File: src/rtl/blk_0aa684.sv
// blk_0aa684: 8-entry register file with two combinational read ports and one synchronous write port
module blk_0aa684 #(
  parameter int width = 8
) (
  input  logic [width-1:0] write_data,
  input  logic [2:0]       read_port_1,
  input  logic [2:0]       read_port_2,
  input  logic [2:0]       write_port,
  input  logic             write_enable,
  input  logic             reset,
  input  logic             clk,
  output logic [width-1:0] read_data_1,
  output logic [width-1:0] read_data_2
);
  logic [width-1:0] regs_q [8];
  logic [width-1:0] regs_d [8];
  always_comb begin
    for (int i = 0; i < 8; i++)
      regs_d[i] = (write_enable && write_port == 3'(i)) ? write_data : regs_q[i];
  end
  always_ff @(posedge clk or negedge reset) begin
    if (!reset)
      for (int i = 0; i < 8; i++) regs_q[i] <= '0;
    else
      for (int i = 0; i < 8; i++) regs_q[i] <= regs_d[i];
  end
  // No write bypass: reads always see the committed contents
  assign read_data_1 = regs_q[read_port_1];
  assign read_data_2 = regs_q[read_port_2];
endmodule

File: config.mk
export PLATFORM = sky130hd
export DESIGN_NAME = blk_0aa684
export DESIGN_NICKNAME = d
export VERILOG_FILES = /design/src/rtl/blk_0aa684.sv
export SDC_FILE = /design/constraint.sdc
export NUM_CORES = 1
export LEC_CHECK = 0
export CORE_ASPECT_RATIO = 0.8
export CORE_MARGIN = 5
export CORE_UTILIZATION = 34
export DETAILED_ROUTE_END_ITERATION = 8
export PLACE_DENSITY = 0.55
export SLEW_MARGIN = 20
export SYNTH_ARGS = -nofsm -noshare
export SYNTH_HDL_FRONTEND = slang
export SYNTH_SLANG_ARGS = --single-unit
File: constraint.sdc
create_clock -name clk -period 1.8 [get_ports clk]
set_clock_uncertainty 0.2 [all_clocks]
set_input_delay 0.36 -clock clk [delete_from_list [all_inputs] [get_ports clk]]
set_output_delay 0.36 -clock clk [all_outputs]
set_load 0.01 [all_outputs]
==> Yosys cells after proc, flatten, opt, wreduce, memory -nomap -nowiden <==
Index checks and enable logic that the tools add are counted.
{ "totals": {"register_bits": 64, "output_inout_bits": 16, "input_bits": 20, "elab_cells": 34} }
{ "op_classes": {"n_eq_ne": 7, "magnitude_cmp": 2, "n_reduce_logical": 9, "mux": 6, "bitwise_logic": 2} }
{ "ops": {"columns": ["cell", "n"], "rows": [
  ["8-bit binary-select mux with 3-bit select", 2],
  ["8-bit two-way mux", 4],
  ["3-bit equality test, second input constant", 4],
  ["4-bit >= comparator, second input constant", 2],
  ["1-bit logical AND", 8],
  ["3-bit NOT with 4-bit output", 2],
  ["3-bit by 2-bit equality test with 1-bit output, second input constant", 2],
  ["3-bit by 1-bit equality test with 1-bit output, second input constant", 1],
  ["3-bit logical NOT", 1]
]} }

==> Longest topological paths before layout <==
Gate-level depths: netlist of the first run.
{ "logic_depth": {"word_depth": 4, "ltp_mapped": 4} }

==> Least setup slack after synthesis of the first run <==
OpenSTA, ideal clock, no wires.
{ "synth_path": {"path_type": "in2out", "start": "input port read_port_2[0]", "end": "output port read_data_2[0]", "n_path_buf": 2, "stages": 4, "setup_slack_ns": -0.185, "t_arrival_ns": 1.425, "required_time_ns": 1.240, "path_cell_list": "buf_6 buf_12 mux4_1 mux2_2"} }
{ "synth_between": {"elab_chain_len": 4} }
{ "synth_lines": {"columns": ["item", "line_no", "rtl"], "rows": [
  ["start, declared", "7", "input logic [2:0] read_port_2,"],
  ["3-bit NOT with 4-bit output (implied by the code)", "29", "assign read_data_2 = regs_q[read_port_2];"],
  ["8-bit binary-select mux with 3-bit select", "29", null],
  ["8-bit two-way mux (implied by the code) (2 in series)", "29", null],
  ["end, declared", "13", "output logic [width-1:0] read_data_2"]
]} }
No other way between the ends. The select of a mux whose other input is x is not followed.

==> Worst setup path in the final report of the first run <==
{ "layout_path": {"start": "register regs_q[20] (netlist bit)", "end": "output port read_data_1[4]"} }
{ "layout_between": {"elab_chain_len": 3} }
{ "layout_lines": {"columns": ["item", "line_no", "rtl"], "rows": [
  ["start, declared", "15", "logic [width-1:0] regs_q [8];"],
  ["8-bit binary-select mux with 3-bit select", "28", "assign read_data_1 = regs_q[read_port_1];"],
  ["8-bit two-way mux (implied by the code) (2 in series)", "28", null],
  ["end, declared", "12", "output logic [width-1:0] read_data_1,"]
]} }
No other way between the ends. The select of a mux whose other input is x is not followed.

==> impl_metrics.py, run 1 <==
metrics = {
    "outcome": {
        "outcome": "complete, but fails checks",
        "violations": "negative setup slack",
    },
    "cells_and_area": {
        "regMostFlops": "regs_q",
        "utilization_pct": 46.89,
        "drive_above_1_share_pct": 68.77,
        "antennaDiodeCount": 0,
        "nets": 285,
        "largest_reg_flops": 64,
        "syn_to_final_growth_pct": 35.10,
        "top_regs": "regs_q (64)",
    },
    "sta": {
        "tightest_slew_ns": 0.3581,
        "relSlewSlack_pct": 76.13,
        "worst_slack_ns": -0.3651,
        "fmax_ghz": 0.4619,
        "finalCritPeriodShare_pct": 120.3,
        "hold_viol": 0,
        "finalSetupViolations": 16,
        "rsz0062_at_grt": "true",
        "period_needed_ns": 2.165,
        "finalSetupTns_ns": -5.477,
        "slew_violations": 0,
    },
    "placement": {
        "place_hpwl_mm": 4.992,
        "pre_cts_slack_ns": -1.181,
        "gp_congestion": 0.6939,
        "portBuffers": 35,
    },
    "power_and_ir_drop": {
        "power_mw": 5.209,
        "ir_worst_vdd_mv": 0.4264,
        "power.density_nw_per_um2": 1089,
        "p_leak_nw": 2.035,
    },
    "cts": {
        "cts_tree": "yes",
        "clk_latency_ns": 0.32,
        "cts.reportedPaths.clkPinSlew_ns": 0.05,
        "clockBufferDepth": 2,
        "h-tree-depth": 3,
        "cts_root_buf": "clkbuf_16",
        "cts_buffers": 9,
        "cts_num_sinks": 64,
    },
    "route": {
        "routed_wl_mm": 8.462,
        "vias_per_cell": 5.191,
        "wl_per_cell_um": 20.69,
        "vias": 2123,
        "drc": 0,
        "first_iter_violations": 111,
        "firstDrtPassIters": 4,
        "ant_nets": 0,
    },
    "grt": {
        "grt_first_pass_wirelength_mm": 13.21,
        "grt_use_total_pct": 14.79,
        "grt_overflow": 0,
        "antenna_found_initial": 0,
        "grt_pass1_vias": 2222,
        "grt_max_degree": 65,
    },
    "die": {
        "start_util_pct": 34.71,
        "ios": 36,
        "die_w_um": 124.1,
        "fp.coreArea_sq_um": 10200,
        "dieArea_sq_um": 12560,
        "row_count": 33,
        "die_y_um": 101.3,
    },
    "critical_path": {
        "critPathArrivalTime_ns": 1.61,
        "r2r_slack_ns": 0.69,
        "critPathKind": "reg -> out",
        "cp-startpoint": "regs_q[20]$_DFFE_PN0P_",
        "r2r_start": "regs_q[52]$_DFFE_PN0P_",
        "required_ns": 1.24,
        "crit_fanout": 3,
        "start_kind": "flip-flop",
        "worstSetupEndpointType": "output pin",
    },
    "yosys": {
        "synthCells": 201,
        "yosys.area.top_type": "dfrtp_1",
        "yosys-top-cells-area": "dfrtp_1, mux2_2, mux4_1",
        "synthesis.nets": 221,
        "yosysSeqAreaShare_pct": 45.25,
        "synth-main-ff-cell": "dfrtp_1",
        "ys_warn_count": 0,
        "synth_commonest_cells": "mux2_2, dfrtp_1, mux4_1",
        "synth.avg_cell_area_sq_um": 17.61,
        "synth_edf_count": 0,
        "syn_area_sq_um": 3540,
        "yosysMostFrequentCell": "mux2_2",
        "synth_top_area_share_pct": 45.25,
        "synth_cell_type_count": 13,
        "synth-seq-cells": 64,
        "ys_async_sr_fraction_pct": 100.0,
    },
    "worst_hold_path": {
        "holdCritStartpoint": "regs_q[13]$_DFFE_PN0P_",
        "min_path_type": "reg -> reg",
    },
    "job": {
        "maxCapViolCount": 0,
    },
}
[worst paths after layout]
path / end / cells after the start
max: read_data_1[4] / 3
min: regs_q[13]$_DFFE_PN0P_ / 1
max reg2reg: regs_q[52]$_DFFE_PN0P_ / 2
min reg2reg: regs_q[13]$_DFFE_PN0P_ / 1
max in group asynchronous: regs_q[36]$_DFFE_PN0P_ / 3
min in group asynchronous: regs_q[62]$_DFFE_PN0P_ / 3
[kinds of logic after synthesis]
| family | count (synthesis) | share of synthesized area, % |
|---|---|---|
| flip-flops | 64 | 45.25 |
| multiplexers | 112 | 48.89 |
| buffers and inverters | 17 | 3.429 |
| AND/OR/NAND/NOR | 8 | 2.439 |
[layout make-up]
type	instances	area [sq um]
clock buffers	12	266.5
clock inverters	3	40.04
fillers	912	5416
multi-input cells	120	1821
flip-flops and latches	64	1602
well taps	140	175.2
repair buffers	70	878.3
[critical path, stage by stage (launching register included)]
cell	delay (ns)
dfrtp_1	0.39
mux4_2	0.47
mux2_4	0.29
buf_6	0.12
[per-layer routing]
| layer | global-route usage [%] | vias to the layer above | share of wire [%] |
|---|---|---|---|
| met1 | 20.77 | 1120 | 48 |
| li1 | - | 932 | - |
| met4 | 3.788 | 0 | 0.82 |
| met2 | 22.84 | 60 | 47 |
| met5 | 0 | - | 0 |
| met3 | 4.076 | 11 | 4.3 |
[repair_timing]
action | CTS | global route
endpoints found under the hold margin | 64 | 0
setup buffers | 8 | 2
resized for setup | 123 | 4
pin swaps | 1 | 2
cloned | 3 | 0
setup endpoints to repair | 42 | 45
hold buffers | 1 | 0
[power by group]
group	internal, mW	leakage (nW)	total, mW	switching (mW)
registers	1.76	0.768	1.99	0.225
logic	1.01	1.11	1.46	0.449
clock network	1.17	0.154	1.76	0.592
total	3.94	2.04	5.21	1.26
[per-stage QoR]
stage	hold WS [ns]	instance area (sq um)	std cells
after global placement	0.2085	4262	380
after CTS	0.3206	4753	407
final	0.3197	4782	409
after detailed placement	0.2059	4262	380
after floorplan	-0.1356	3558	201
after global routing	0.3455	4782	409
[placed cells by master, fill, tap and decap left out, types with 2 or more instances in the layout]
cell and count:
dfrtp_1 64, clkbuf_16 9, buf_16 3, mux2_2 62, buf_4 12, buf_12 13, clkdlybuf4s50_1 11, mux4_2 32
dlygate4sd2_1 3, buf_6 24, nand4b_1 3, clkinv_2 2, clkbuf_8 3, nor4bb_4 3, mux2_4 18
Power figures use the tool's default switching activity.
==> inputs of run 2 (changes only) <==
REMOVE_ABC_BUFFERS = 1   (was default)
==> run 2 against run 1 <==
  * The flow still finishes with violations (negative setup slack)
  * Clock power rose by 9.7%
  * Largest power group unchanged
  * Core utilization is 0.66 points lower
  * Critical path depth did not move
  * Cell count is 0.73% lower
  * Critical path type unchanged
  * Global-route usage up 0.60 points
==> impl_metrics.py, run 2 (synthesized netlist as in run 1, its figures left out) <==
metrics = {
    "critical_path": {
        "required_ns": 1.24,
        "r2r_start": "regs_q[49]$_DFFE_PN0P_",
        "reg2regPathDepth": 2,
        "start_kind": "flip-flop",
        "critPathKind": "reg -> out",
        "crit_fanout": 3,
        "r2r-end": "regs_q[49]$_DFFE_PN0P_",
        "r2r_slack_ns": 0.70,
        "critPathArrivalTime_ns": 1.63,
        "worstSetupEndpointType": "output pin",
    },
    "power_and_ir_drop": {
        "combPwrFrac_pct": 26.8,
        "ir_worst_vdd_mv": 0.6022,
        "clkPwrFrac_pct": 36.0,
        "p_leak_nw": 1.982,
        "cell_internal_pwr_mw": 4.047,
        "p_sw_mw": 1.319,
        "power.density_nw_per_um2": 1138,
        "p_sw_share_pct": 24.57,
        "pwr-share-seq_pct": 37.2,
        "power_mw": 5.366,
    },
    "grt": {
        "grt_first_pass_wirelength_mm": 13.80,
        "grt_max_degree": 65,
        "antenna_found_initial": 0,
        "grt_use_total_pct": 15.40,
        "grt_overflow": 0,
        "grt_pass1_vias": 2232,
    },
    "worst_hold_path": {
        "whs_path_depth": 1,
        "hold_end": "regs_q[28]$_DFFE_PN0P_",
        "holdCritStartpoint": "regs_q[28]$_DFFE_PN0P_",
        "min_path_type": "reg -> reg",
    },
    "placement": {
        "gp_congestion": 0.7665,
        "pre_cts_slack_ns": -1.174,
        "place_hpwl_mm": 5.170,
        "placed_area_sq_um": 4228,
        "portBuffers": 35,
    },
    "cells_and_area": {
        "largest_reg_flops": 64,
        "antennaDiodeCount": 0,
        "drive_above_1_share_pct": 68.80,
        "top_regs": "regs_q (64)",
        "design_area_sq_um": 4715,
        "final_common_cell": "mux2_2",
        "regMostFlops": "regs_q",
        "utilization_pct": 46.23,
        "nets": 281,
        "mostFrequentLayoutCells": "mux2_2, dfrtp_1, mux4_2",
        "n_fill_cell": 900,
        "syn_to_final_growth_pct": 33.19,
    },
    "outcome": {
        "outcome": "complete, but fails checks",
        "violations": "negative setup slack",
    },
    "sta": {
        "finalSetupViolations": 16,
        "fmax_ghz": 0.4576,
        "finalHoldWorstSlack_ns": 0.3225,
        "tightest_slew_ns": 0.3811,
        "finalCritPeriodShare_pct": 121.4,
        "hold_viol": 0,
        "rsz0062_at_grt": "true",
        "slew_violations": 0,
        "relSlewSlack_pct": 74.60,
        "period_needed_ns": 2.186,
        "worst_slack_ns": -0.3855,
    },
    "die": {
        "dieArea_sq_um": 12560,
        "row_count": 33,
        "ios": 36,
        "fp.coreArea_sq_um": 10200,
        "die_y_um": 101.3,
        "start_util_pct": 34.71,
        "die_w_um": 124.1,
    },
    "route": {
        "drc": 0,
        "ant_nets": 0,
        "routed_wl_mm": 8.871,
        "wl_per_cell_um": 21.85,
        "met1Wirelength_mm": 4.186,
        "firstDrtPassIters": 4,
        "highest_layer": "met4",
        "first_iter_violations": 154,
        "vias_per_cell": 5.313,
        "wl_met2_mm": 3.888,
        "met3_length_um": 746,
        "vias": 2157,
    },
    "cts": {
        "h-tree-depth": 3,
        "clk_latency_ns": 0.33,
        "cts_buffers": 9,
        "clockBufferDepth": 2,
        "cts_root_buf": "clkbuf_16",
        "cts_num_sinks": 64,
        "cts_tree": "yes",
        "cts.reportedPaths.clkPinSlew_ns": 0.06,
    },
    "job": {
        "maxCapViolCount": 0,
    },
}
[run 2: changes by cell type in the layout (fill, tap and decap cells not counted), sizes merged]
cell and delta:
bufbuf +2, buf -6, dlymetal6s2s -1, clkdlybuf4s50 -1
inv +2, clkbuf -1, clkinv -1, bufinv +1
clkdlybuf4s15 +1, dlygate4sd2 +1
[run 2: what timing repair did]
| item | in CTS | in global routing |
|---|---|---|
| setup buffers | 5 | 0 |
| resized for setup | 153 | 0 |
| setup endpoints to repair | 55 | 16 |
| hold buffers | 1 | 0 |
| endpoints found under the hold margin | 64 | 0 |
| cloned | 4 | 0 |
[run 2: area by class of cell]
type / count / area [sq um] / share of cell area, %
Timing Repair Buffer: 66 / 815.8 / 17.30
Multi-Input combinational cell: 120 / 1783 / 37.82
Clock buffer: 11 / 252.7 / 5.361
Clock inverter: 5 / 86.33 / 1.831
Tap cell: 140 / 175.2 / 3.716
Sequential cell: 64 / 1602 / 33.97
[run 2: routing by layer]
layer,vias to the layer above,track usage (%)
li1,919,-
met1,1158,22.59
met2,75,22.38
met3,5,5.695
met4,0,2.273
met5,-,0
[run 2: per-stage QoR]
step	cells	TNS, ns
2_1_floorplan	184	-4.715
3_3_place_gp	380	-40.93
3_5_place_dp	380	-41.54
4_1_cts	406	-5.844
5_1_grt	406	-6.439
6_report	406	-5.664
[run 2: worst max-delay path: stages (launching register included)]
cell,delay (ns)
dfrtp_1,0.40
mux4_2,0.50
mux2_4,0.28
buf_6,0.12
[run 2: power by group through the flow]
| stage | combinational [mW] | sequential (mW) | clock (mW) |
|---|---|---|---|
| 3_5_place_dp | 1.25 | 1.98 | 0 |
| 2_1_floorplan | 0.765 | 1.91 | 0 |
| 5_1_grt | 1.55 | 2.04 | 2.04 |
| 3_3_place_gp | 1.24 | 1.97 | 0 |
| 4_1_cts | 1.46 | 1.98 | 1.98 |
| 6_report | 1.44 | 1.99 | 1.93 |
[run 2: worst max path at each step]
| stage | end | startpoint | depth (start not counted) |
|---|---|---|---|
| 3_5_place_dp | read_data_1[1] | read_port_1[0] | 5 |
| 5_1_grt | read_data_2[1] | regs_q[57]$_DFFE_PN0P_ | 3 |
| 6_report | read_data_2[1] | regs_q[9]$_DFFE_PN0P_ | 3 |
| 3_3_place_gp | read_data_2[0] | read_port_2[0] | 5 |
| 2_1_floorplan | regs_q[24]$_DFFE_PN0P_ | write_port[2] | 2 |
| 4_1_cts | read_data_2[1] | regs_q[1]$_DFFE_PN0P_ | 3 |
